`config.mk`:
```
export PLATFORM = sky130hd
export DESIGN_NAME = payload_loader
export DESIGN_NICKNAME = d
export VERILOG_FILES = /design/src/rtl/payload_loader_pkg.sv /design/src/rtl/payload_loader.sv
export SDC_FILE = /design/constraint.sdc
export NUM_CORES = 1
export LEC_CHECK = 0
export CORE_UTILIZATION = 52
export DETAILED_ROUTE_END_ITERATION = 8
export HOLD_SLACK_MARGIN = 0.1
export MAX_ROUTING_LAYER = met4
export PLACE_DENSITY_LB_ADDON = 0.08
export SLEW_MARGIN = 20
export SYNTH_ARGS = -nofsm -noshare
export SYNTH_HDL_FRONTEND = slang
export SYNTH_SLANG_ARGS = --single-unit
```
`constraint.sdc`:
```
create_clock -name clock -period 4.82 [get_ports clock]
set_clock_uncertainty 0.1 [all_clocks]
set_input_delay 0.964 -clock clock [delete_from_list [all_inputs] [get_ports clock]]
set_output_delay 0.964 -clock clock [all_outputs]
set_load 0.02 [all_outputs]
```
`src/rtl/payload_loader_pkg.sv`:
```
// Shared definitions for the payload loader, the checksum stage and the top-level RAM mux.
package payload_loader_pkg;

  typedef enum logic [2:0] {
    IDLE,
    RECV,
    HANDOFF,
    WAIT_DONE,
    RELEASE
  } loader_state_e;

  // ram_sel polarity: the loader owns the RAM port when ram_sel is high.
  localparam logic RAM_SEL_LOADER   = 1'b1;
  localparam logic RAM_SEL_CHECKSUM = 1'b0;

  // Two words at the top of the RAM are reserved for the checksum.
  function automatic int calc_max_len(input int addr_bits);
    return (2 ** addr_bits) - 2;
  endfunction

endpackage

```
`src/rtl/payload_loader.sv`:
```
// Stream-to-RAM frame loader: stores one frame's payload, then lends the RAM to the checksum stage.
module payload_loader
  import payload_loader_pkg::*;
#(
  parameter int RAM_WIDTH     = 8,
  parameter int RAM_ADDR_BITS = 8,
  parameter int MAX_LEN       = calc_max_len(RAM_ADDR_BITS)
) (
  input  logic                     clock,
  input  logic                     reset,
  input  logic [RAM_WIDTH-1:0]     in_data,
  input  logic                     in_valid,
  input  logic                     in_last,
  output logic                     in_ready,
  output logic                     write_enable,
  output logic [RAM_ADDR_BITS-1:0] address,
  output logic [RAM_WIDTH-1:0]     mem_input,
  output logic                     ram_sel,
  output logic [15:0]              payload_len,
  output logic                     mem_ready,
  input  logic                     work_complete,
  output logic                     overflow
);

  // One extra count bit so reaching MAX_LEN can never wrap the address.
  localparam int               CW        = RAM_ADDR_BITS + 1;
  localparam logic [CW-1:0]    MAX_LEN_C = CW'(MAX_LEN);

  loader_state_e            state_q, state_d;
  logic [CW-1:0]            count_q, count_d;
  logic                     write_enable_q, write_enable_d;
  logic [RAM_ADDR_BITS-1:0] address_q, address_d;
  logic [RAM_WIDTH-1:0]     mem_input_q, mem_input_d;
  logic                     ram_sel_q, ram_sel_d;
  logic [15:0]              payload_len_q, payload_len_d;
  logic                     mem_ready_q, mem_ready_d;
  logic                     overflow_q, overflow_d;

  logic                     accepting;
  logic                     beat;
  logic [CW-1:0]            base_count;
  logic                     base_overflow;

  assign accepting = !reset && ((state_q == IDLE) || (state_q == RECV));
  assign beat      = in_valid && accepting;

  always_comb begin
    state_d        = state_q;
    count_d        = count_q;
    write_enable_d = 1'b0;
    address_d      = address_q;
    mem_input_d    = mem_input_q;
    ram_sel_d      = ram_sel_q;
    payload_len_d  = payload_len_q;
    mem_ready_d    = mem_ready_q;
    overflow_d     = overflow_q;

    // The first beat of a frame starts from a clean count and overflow flag.
    base_count     = (state_q == IDLE) ? '0 : count_q;
    base_overflow  = (state_q == IDLE) ? 1'b0 : overflow_q;

    unique case (state_q)
      IDLE, RECV: begin
        if (beat) begin
          count_d    = base_count;
          overflow_d = base_overflow;
          if (base_count < MAX_LEN_C) begin
            write_enable_d = 1'b1;
            address_d      = base_count[RAM_ADDR_BITS-1:0];
            mem_input_d    = in_data;
            count_d        = base_count + CW'(1);
          end else begin
            overflow_d = 1'b1;
          end
          if (in_last) begin
            payload_len_d = 16'(count_d);
            state_d       = HANDOFF;
          end else begin
            state_d = RECV;
          end
        end
      end
      HANDOFF: begin
        address_d   = '0;
        ram_sel_d   = RAM_SEL_CHECKSUM;
        mem_ready_d = 1'b1;
        state_d     = WAIT_DONE;
      end
      WAIT_DONE: begin
        if (work_complete) begin
          mem_ready_d = 1'b0;
          state_d     = RELEASE;
        end
      end
      RELEASE: begin
        // Hold off one cycle so the checksum stage's final write lands first.
        ram_sel_d = RAM_SEL_LOADER;
        state_d   = IDLE;
      end
      default: state_d = IDLE;
    endcase
  end

  always_ff @(posedge clock) begin
    if (reset) begin
      state_q        <= IDLE;
      count_q        <= '0;
      write_enable_q <= 1'b0;
      address_q      <= '0;
      mem_input_q    <= '0;
      ram_sel_q      <= RAM_SEL_LOADER;
      payload_len_q  <= '0;
      mem_ready_q    <= 1'b0;
      overflow_q     <= 1'b0;
    end else begin
      state_q        <= state_d;
      count_q        <= count_d;
      write_enable_q <= write_enable_d;
      address_q      <= address_d;
      mem_input_q    <= mem_input_d;
      ram_sel_q      <= ram_sel_d;
      payload_len_q  <= payload_len_d;
      mem_ready_q    <= mem_ready_d;
      overflow_q     <= overflow_d;
    end
  end

  assign in_ready     = accepting;
  assign write_enable = write_enable_q;
  assign address      = address_q;
  assign mem_input    = mem_input_q;
  assign ram_sel      = ram_sel_q;
  assign payload_len  = payload_len_q;
  assign mem_ready    = mem_ready_q;
  assign overflow     = overflow_q;

endmodule

```
=== Word level (Yosys, flattened, before mapping) ===
Cells that the tools add are included.

* Add/sub/neg operators: 1
* $mul: 0
* Div/mod/pow operators: 0
* Magnitude comparators: 1
* Equal/unequal tests: 8
* Shifts and indexed selects: 0
* Multiplexer cells: 15
* Bitwise logic cells: 2
* Reductions and logical operators: 17

{| class="wikitable"
|+ Operators by type and width
! operator !! number
|-
| 2-to-1 mux 9 bit || 2
|-
| 2-to-1 mux 8 bit || 2
|-
| one-hot mux 8 bit (2 select lines) || 1
|-
| AND reduction 3 bit || 4
|-
| adder 9 x 1 -> 9 bit (second input constant) || 1
|-
| < comparator 9 x 8 -> 1 bit (second input constant) || 1
|-
| one-hot mux 3 bit (3 select lines) || 1
|-
| != test 2 bit (second input constant) || 4
|-
| equality test 3 x 2 -> 1 bit (second input constant) || 2
|-
| 2-to-1 mux 3 bit || 2
|-
| AND reduction 2 bit || 3
|-
| nonzero test 2 bit || 3
|-
| 2-to-1 mux 1 bit || 4
|-
| one-hot mux 1 bit (2 select lines) || 2
|-
| equality test 3 x 1 -> 1 bit (second input constant) || 1
|-
| equality test 3 bit (second input constant) || 1
|-
| zero test 3 bit || 1
|-
| OR reduction 3 bit || 1
|-
| logical AND 1 bit || 2
|-
| 2-to-1 mux 2 bit || 1
|-
| NOT 1 bit || 2
|-
| OR reduction 2 bit || 1
|-
| zero test 1 bit || 1
|-
| logical OR 1 bit || 1
|}

* Bits in registers: 41
* Latch bits: 0
* Bits in writable memories: 0
* Memory bits (read-only): 0
* Input port bits: 13
* Output and inout bits: 37
* Logic and storage cells: 53
* Memories: 0

=== Depth between registers and ports, before layout ===
Gate-level depths: netlist of the first run.

* Depth after elaboration: 6
* Gate-level depth with buffers: 9
* Gate-level depth less buffers: 7

=== Worst setup path before layout of the first run ===
OpenSTA, ideal clock, no wires.

* Kind: input-to-output
* Start point: input reset
* End point: output in_ready
* Arrival: 1.811 ns
* Required time: 3.756 ns
* Slack: 1.945 ns
* Stages: 3
* Path buffers: 2
* Cell sequence: clkbuf_1 > clkbuf_1 > nor3_1

* Cells in the longest elaborated chain, start to end: 2

{| class="wikitable"
|+ Ends and longest elaborated chain
! element !! line !! RTL
|-
| from (decl) || payload_loader.sv:10 || <nowiki>input logic reset,</nowiki>
|-
| zero test 1 bit || payload_loader.sv:44 || <nowiki>assign accepting = !reset && ((state_q == IDLE) || (state_q == RECV));</nowiki>
|-
| logical AND 1 bit || payload_loader.sv:44 ||
|-
| to (decl) || payload_loader.sv:14 || <nowiki>output logic in_ready,</nowiki>
|}

Every way passes these cells.

=== Worst setup path after layout of the first run ===
Same ends and word-level chain as after synthesis.

==> reports/qor.yml, run 1 <==
cts_made_buffers: 5
drive_gt1_share_pct: 4.78
clockBufferDepth: 2
initial_core_util_pct: 56.7
worstSetupStartpoint: "reset"
insertion_delay_ns: 0.29
postCtsResizedCells: 0
grt_max_degree: 23
antenna_cells: 0
min_period_ns: 3.44
grt_pass1_wl_um: 7520
cts_tree: "yes"
slowest_delay_ns: 0.63
clock-sinks: 41
rsz0062_at_grt: "false"
syn_area_mm2: 0.00197
required_ns: 3.76
yosysUniqueCellTypes: 46
seq_area_um2: 821
cp_data_arrival_time_ns: 2.38
multiInputGateArea_mm2: 0.00102
postSynthCellCount: 242
vias_per_cell: 5.86
synth-main-ff-cell: "dfxtp_1"
min_from: "payload_len[3]"
postCtsHoldBufs: 0
gp_congestion: 0.912
ys_warn_count: 0
routed_wl_um: 4660
firstDrtPassIters: 4
fin_setup_tns_ns: 0
status: "complete, no violations"
wl_per_cell_um: 14.7
crit_chain: "clkdlybuf4s50_1, buf_4, nor3_1, clkdlybuf4s50_1"
synth.top_cell.area_share_pct: 41.7
hold_viol_final: 0
grt_pass1_vias: 1606
slew_violations: 0
grt_usage_pct: 24.4
overflow: 0
slew_headroom_pct: 41.9
placed_area_mm2: 0.00235
timing.final.crit_share_pct: 71.5
synth_edf_count: 0
htree_levels: 2
antenna_left: 0
hold_path.class: "flop to flop"
fillCellCount: 305
die_y_um: 63.5
syn2layout_area_growth_pct: 25.3
powerDensity_mw_per_mm2: 315
cp_max_fo: 18
worst_pin_slew_ns: 0.868
synthArstFlopShare_pct: 0
synth_area_leader_cell: "dfxtp_1"
rr_endpoint: "payload_len[4]"
die_w_um: 63.5
r2r_start: "state_q[1]"
nets: 285
drt_iter0_markers: 180
synth_area_leaders: "dfxtp_1 42%, a21oi_1 6.6%, nand3_1 4.6%, nor2_1 4.6%, o21ai_0 3.8%"
crit_path_frequent_cell: "clkdlybuf4s50_1"
final_cell_area_mm2: 0.00247
crit_end: "in_ready"
core_area_mm2: 0.00347
max_freq_mhz: 290
r2r_slack_ns: 1.71
avgSynthCellArea_um2: 8.13
vias: 1863
cp-start-kind: "primary input"
dieArea_mm2: 0.00403
placement_rows: 21
io_buffers: 42
cap_violations: 0
antenna_found_initial: 0
hpwl_um: 3220
crit_type: "primary input to primary output"
ff2ff_path_depth: 7
ctsRootBufferMaster: "clkbuf_8"
ys_seq_area_share_pct: 41.7
leakage_uw: 0.000874
cts_setup_buffers: 0
ys_ff_latch: 41
detail_route.drc_violations: 0
slowest_stage: "clkdlybuf4s50_1"
ir_drop_mv: 0.187
end_kind: "primary output"
pin_count: 50
setup_violations: 0
clk_pin_slew_worst_paths_ns: 0.08
==> final cells by class <==
class | count | area share, %
clock buffer | 7 | 3.50
timing repair buffer | 45 | 18.0
clock inverter | 1 | 1.22
tap | 46 | 2.33
multi-input combinational | 175 | 41.2
inverter | 3 | 0.457
sequential | 41 | 33.3
==> critical path: cells and delay by family <==
family / cells / cell delay [ns]
buffers and inverters: 3 / 1.26
and+or+nand+nor: 1 / 0.15
==> cell families (layout without fill, tap and decap cells) <==
| logic type | count (synthesis) | in the layout | synth area share (%) |
|---|---|---|---|
| AO/OA/AOI/OAI | 76 | 76 | 25.5 |
| XOR/XNOR | 3 | 3 | 1.34 |
| adder cells (fa/ha/maj) | 1 | 1 | 0.636 |
| buffers and inverters | 32 | 56 | 7.76 |
| flip-flops | 41 | 41 | 41.7 |
| other | 1 | 7 | 0.191 |
| AND/OR/NAND/NOR | 88 | 88 | 22.9 |
==> routing by layer <==
| layer | routed length, um | vias to the layer above | track usage, % |
|---|---|---|---|
| met5 | 0 | - | - |
| met2 | 2190 | 70 | 36.4 |
| met3 | 278 | 8 | 4.17 |
| met1 | 2150 | 853 | 32.9 |
| met4 | 48 | 0 | 8.52 |
| li1 | - | 932 | - |
==> cells in the mapped netlist, drive strengths merged (2+ instances only) <==
library cell	count
a21o	2
nand4	4
o22a	7
a31oi	2
xnor2	2
buf	13
nand2	15
nor2	24
a21oi	26
or4	2
and3	2
o21ai	17
nor4b	2
and2	2
o31ai	2
nand3b	3
nand4b	2
inv	3
clkbuf	16
o211ai	2
o22ai	2
or3	2
nand3	18
nor3	7
dfxtp	41
a311oi	5
a211oi	5
nor4	2
==> metrics by stage <==
| step | hold slack (ns) | instances | setup slack [ns] | utilization [%] | total power [uW] |
|---|---|---|---|---|---|
| 2_1_floorplan | 0.384 | 248 | 1.95 | - | 455 |
| 5_1_grt | 0.379 | 318 | 1.34 | 71.1 | 812 |
| 4_1_cts | 0.367 | 318 | 1.37 | 71.1 | 783 |
| 3_5_place_dp | 0.355 | 310 | 1.39 | 67.7 | 502 |
| 6_report | 0.361 | 318 | 1.38 | 71.1 | 777 |
| 3_3_place_gp | 0.344 | 310 | 1.40 | 67.7 | 500 |
==> power by group <==
group / switching [uW] / internal [uW]
Combinational: 70.3 / 54.9
Sequential: 14.6 / 355
Clock: 113 / 169
Total: 198 / 578
==> placed cells by master, fill, tap and decap left out, drive strengths merged, types with 2 or more instances in the layout <==
cell type and n:
a31oi 2, or4 2, nand4 4, dfxtp 41, nand3 18, nand2 15
nor3 7, o211ai 2, a21oi 26, o31ai 2, conb 7, nor4 2
and2 2, nand3b 3, nand4b 2, clkbuf 7, a21o 2, xnor2 2
and3 2, o21ai 17, inv 3, nor4b 2, buf 3, clkdlybuf4s50 42
a211oi 5, o22a 7, or3 2, o22ai 2, nor2 24, a311oi 5
==> worst min-delay path by stage <==
stage	to	slack (ns)	cells after the start
final	payload_len[3]	0.36	2
after global routing	payload_len[3]	0.38	2
after CTS	payload_len[3]	0.37	2
after detailed placement	payload_len[3]	0.36	2
after global placement	payload_len[3]	0.34	2
after floorplan	count_q[5]	0.38	2
==> sequential cells by signal, summed over array words and instances (netlist names) <==
register / flops
address: 8
count_q: 9
mem_input: 8
mem_ready: 1
overflow: 1
payload_len: 9
ram_sel: 1
state_q: 3
write_enable: 1
Note: power is estimated with default switching activity, not from simulation.
==> inputs of run 2 (changes only) <==
--- a/config.mk
+++ b/config.mk
@@ -5,7 +5,7 @@
 export SDC_FILE = /design/constraint.sdc
 export NUM_CORES = 1
 export LEC_CHECK = 0
-export CORE_UTILIZATION = 52
+export CORE_UTILIZATION = 48
 export DETAILED_ROUTE_END_ITERATION = 8
 export HOLD_SLACK_MARGIN = 0.1
 export MAX_ROUTING_LAYER = met4
==> constraint.sdc (replaced) <==
create_clock -name clock -period 3.5 [get_ports clock]
set_clock_uncertainty 0.1 [all_clocks]
set_input_delay 0.7 -clock clock [delete_from_list [all_inputs] [get_ports clock]]
set_output_delay 0.7 -clock clock [all_outputs]
set_load 0.02 [all_outputs]
==> reports/qor.yml, run 2 (synthesis gave the netlist of run 1 again) <==
status: "complete, no violations"
grt_pass1_wl_um: 7670  # +2.0%
worstSetupStartpoint: "reset"
final_cell_area_mm2: 0.00250  # +1.3%
dieArea_mm2: 0.00436  # +8.1%
cap_violations: 0  # unchanged
antenna_cells: 0  # unchanged
final_core_util_pct: 65.8  # -5.3 points
ir_drop_mv: 0.330  # +77%
final_cell_mix: "42 x clkdlybuf4s50_1, 41 x dfxtp_1, 26 x a21oi_1"
drt_iter0_markers: 130  # -28%
gp_congestion: 0.901  # -1.2%
postCtsHoldBufs: 0  # unchanged
die_y_um: 66.0  # +4.0%
timing.final.crit_share_pct: 81.3
cts_made_buffers: 5  # unchanged
instances_no_fill: 324  # +1.9%
rsz0062_at_grt: "false"
nets: 289  # +1.4%
slew_violations: 0  # unchanged
antenna_left: 0  # unchanged
drive_gt1_share_pct: 6.16  # +1.4 points
clockBufferDepth: 2  # unchanged
htree_levels: 2  # unchanged
cp_data_arrival_time_ns: 2.93  # +0.55 ns
mostFrequentLayoutCell: "clkdlybuf4s50_1"
required_ns: 3.58  # -0.18 ns
min_period_ns: 2.84
vias_per_cell: 5.72  # -2.4%
postCtsResizedCells: 0  # unchanged
routed_wl_um: 4560  # -2.3%
end_kind: "flop"
hold_path.class: "flop to flop"
min_from: "payload_len[2]"
clk_pin_slew_worst_paths_ns: 0.07  # about the same
worst_pin_slew_ns: 0.833  # -0.0355 ns
antenna_found_initial: 0  # unchanged
setup_violations: 0  # unchanged
cts_setup_buffers: 0  # unchanged
detail_route.drc_violations: 0  # unchanged
dp.cells: 316  # +1.9%
ctsRootBufferMaster: "clkbuf_8"
fillCellCount: 347  # +14%
leakage_uw: 0.000895  # +2.5%
r2r_start: "state_q[0]"
clock-sinks: 41  # unchanged
placement_rows: 22  # +4.8%
io_buffers: 42  # unchanged
grt_pass1_vias: 1616  # +0.62%
vias: 1852  # -0.59%
initial_core_util_pct: 51.8  # -4.9 points
syn2layout_area_growth_pct: 27.0
finalWorstSetupSlack_ns: 0.655  # -0.720 ns
pin_count: 50  # unchanged
placed_area_mm2: 0.00238  # +1.4%
cp-start-kind: "primary input"
overflow: 0  # unchanged
fin_setup_tns_ns: 0  # unchanged
firstDrtPassIters: 4  # unchanged
slew_headroom_pct: 44.2  # +2.4 points
insertion_delay_ns: 0.29  # about the same
grt_usage_pct: 23.5  # -0.85 points
wl_per_cell_um: 14.1  # -4.1%
core_area_mm2: 0.00380  # +9.5%
grt_max_degree: 25  # +8.7%
die_w_um: 66.0  # +4.0%
dpl_worst_slack_ns: 0.351  # -1.04 ns
max_freq_mhz: 352
cp_max_fo: 24  # +6
crit_type: "primary input to flop"
r2r_slack_ns: 0.79  # -0.92 ns
cts_tree: "yes"
hold_viol_final: 0  # unchanged
hpwl_um: 3220  # +0.23%
powerDensity_mw_per_mm2: 428  # +36%
-- run 2: cell types whose count changed in the layout (fill, tap and decap cells not counted), sizes merged --
cell  previous run  this run
buf              3         7
-- run 2: final cells by class --
type | count | area (um2) | area share (%)
Clock buffer | 7 | 86.3 | 3.46
Clock inverter | 1 | 30.0 | 1.20
Inverter | 3 | 11.3 | 0.451
Multi-Input combinational cell | 175 | 1020 | 40.7
Sequential cell | 41 | 821 | 32.8
Tap cell | 48 | 60.1 | 2.40
Timing Repair Buffer | 49 | 473 | 18.9
-- run 2: metal layers --
layer	track usage (%)	vias up	wire, um
li1	-	936	-
met1	33.3	849	2120
met2	33.3	63	2120
met3	5.00	4	286
met4	7.45	0	36
met5	-	-	0
-- run 2: critical path, cell delays in order --
cell	delay, ns
clkdlybuf4s50_1	0.53
buf_4	0.28
nor4b_1	0.08
buf_4	0.18
o211ai_1	0.38
nand3_1	0.44
o22a_1	0.32
-- run 2: power by group --
part | internal (uW) | switching, uW
Combinational | 77.4 | 99.1
Clock | 232 | 156
Sequential | 489 | 17.0
-- run 2: worst paths after layout --
check	end	depth (start not counted)
max reg2reg	payload_len[2]	8
max	address[7]	7
min	payload_len[2]	2
min reg2reg	payload_len[2]	2
-- run 2: stage by stage --
| stage | hold WS (ns) | total power, uW |
|---|---|---|
| 3_5_place_dp | 0.353 | 693 |
| 4_1_cts | 0.363 | 1080 |
| 5_1_grt | 0.395 | 1120 |
| 6_report | 0.359 | 1070 |
| 3_3_place_gp | 0.345 | 691 |
| 2_1_floorplan | 0.384 | 627 |
==> inputs of run 3 (changes only) <==
==> constraint.sdc (replaced) <==
create_clock -name clock -period 2.9 [get_ports clock]
set_clock_uncertainty 0.1 [all_clocks]
set_input_delay 0.58 -clock clock [delete_from_list [all_inputs] [get_ports clock]]
set_output_delay 0.58 -clock clock [all_outputs]
set_load 0.02 [all_outputs]
==> reports/qor.yml, run 3 (synthesis gave the netlist of run 1 again) <==
required_ns: 2.22  # -1.36 ns
cp_data_arrival_time_ns: 1.90  # -1.03 ns
timing.final.crit_share_pct: 88.9
clockBufferDepth: 2  # unchanged
detail_route.drc_violations: 0  # unchanged
placed_area_mm2: 0.00244  # +2.5%
postCtsHoldBufs: 0  # unchanged
cts_tree: "yes"
vias_per_cell: 5.85  # +2.4%
antenna_found_initial: 0  # unchanged
setup_violations: 0  # unchanged
syn2layout_area_growth_pct: 27.8
clk_pin_slew_worst_paths_ns: 0.07  # about the same
postCtsResizedCells: 0  # unchanged
die_y_um: 66.0  # unchanged
routed_wl_um: 4750  # +4.3%
cap_violations: 0  # unchanged
antenna_cells: 0  # unchanged
die_w_um: 66.0  # unchanged
antenna_left: 0  # unchanged
min_period_ns: 2.58
nets: 297  # +2.8%
clock-sinks: 41  # unchanged
core_area_mm2: 0.00380  # unchanged
max_freq_mhz: 388
use_met1_pct: 31.8  # -1.4 points
grt_max_degree: 30  # +20%
vias: 1931  # +4.3%
wl_per_cell_um: 14.4  # +2.4%
mostFrequentLayoutCell: "clkdlybuf4s50_1"
grt_pass1_vias: 1773  # +9.7%
end_kind: "primary output"
grt_pass1_wl_um: 7920  # +3.2%
fillCellCount: 342  # -1.4%
dieArea_mm2: 0.00436  # unchanged
ir_drop_mv: 0.284  # -14%
hold_path.class: "flop to flop"
top_usage_layer: "met2"
cp-start-kind: "primary input"
rsz0062_at_grt: "false"
overflow: 0  # unchanged
ctsRootBufferMaster: "clkbuf_8"
pin_count: 50  # unchanged
gp_congestion: 0.890  # -1.2%
drt_iter0_markers: 153  # +18%
drive_gt1_share_pct: 8.51  # +2.4 points
final_cell_area_mm2: 0.00252  # +0.70%
placement_rows: 22  # unchanged
hpwl_um: 3390  # +5.2%
cts_made_buffers: 5  # unchanged
slew_headroom_pct: 49.6  # +5.4 points
final_cell_mix: "42 x clkdlybuf4s50_1, 41 x dfxtp_1, 26 x a21oi_1"
status: "complete, no violations"
fin_setup_tns_ns: 0  # unchanged
met2_usage_pct: 37.6  # +4.3 points
cts_setup_buffers: 0  # unchanged
worst_pin_slew_ns: 0.750  # -0.0824 ns
hold_viol_final: 0  # unchanged
leakage_uw: 0.000915  # +2.2%
grt_usage_pct: 24.3  # +0.82 points
powerDensity_mw_per_mm2: 468  # +9.3%
slew_violations: 0  # unchanged
cp_max_fo: 6  # -75%
io_buffers: 42  # unchanged
initial_core_util_pct: 51.8  # unchanged
crit_type: "primary input to primary output"
firstDrtPassIters: 5  # +1
htree_levels: 2  # unchanged
insertion_delay_ns: 0.28  # about the same
met3_usage_pct: 4.48  # -0.52 points
final_core_util_pct: 66.2  # +0.46 points
run 3: cell types whose count changed in the layout (fill, tap and decap cells not counted):
cell / delta
clkinv_2: +1
clkbuf_1: -1
bufinv_16: -1
clkbuf_8: -1
buf_4: +8
run 3: final timing paths:
path                     start              to  depth (start not counted)  slack, ns
setup / recovery         reset        in_ready                          3       0.32
hold / removal    mem_input[2]    mem_input[2]                          2       0.37
setup reg to reg    state_q[2]  payload_len[4]                          8       0.40
hold reg to reg   mem_input[2]    mem_input[2]                          2       0.37
run 3: stage by stage:
| step | total power, uW | std cells | worst slack (ns) | hold slack [ns] |
|---|---|---|---|---|
| after floorplan | 756 | 248 | 0.520 | 0.384 |
| after global placement | 849 | 324 | 0.286 | 0.349 |
| after detailed placement | 852 | 324 | 0.227 | 0.356 |
| after CTS | 1180 | 330 | 0.312 | 0.369 |
| after global routing | 1240 | 330 | 0.171 | 0.385 |
| final | 1180 | 330 | 0.322 | 0.366 |
run 3: power by group:
part           internal (uW)  switching [uW]  leakage [uW]  total (uW)
Sequential               590            13.7      0.000334         603
Combinational            105             130      0.000540         236
Clock                    158             180     0.0000399         338
run 3: final cells by class:
class | instances | area (um2) | area share [%]
timing repair buffer | 57 | 533 | 21.2
multi-input combinational | 175 | 1020 | 40.4
clock buffer | 5 | 68.8 | 2.73
inverter | 3 | 11.3 | 0.448
clock inverter | 1 | 5.00 | 0.199
sequential | 41 | 821 | 32.6
tap | 48 | 60.1 | 2.39
run 3: layer usage:
metal / up-vias / wire length [um]
met5: - / 0
met4: 0 / 49
met3: 7 / 291
met2: 72 / 2190
met1: 896 / 2220
li1: 956 / -
run 3: critical path: stages:
cell and delay [ns]:
clkdlybuf4s50_1 0.49, nor3_1 0.18, clkdlybuf4s50_1 0.64
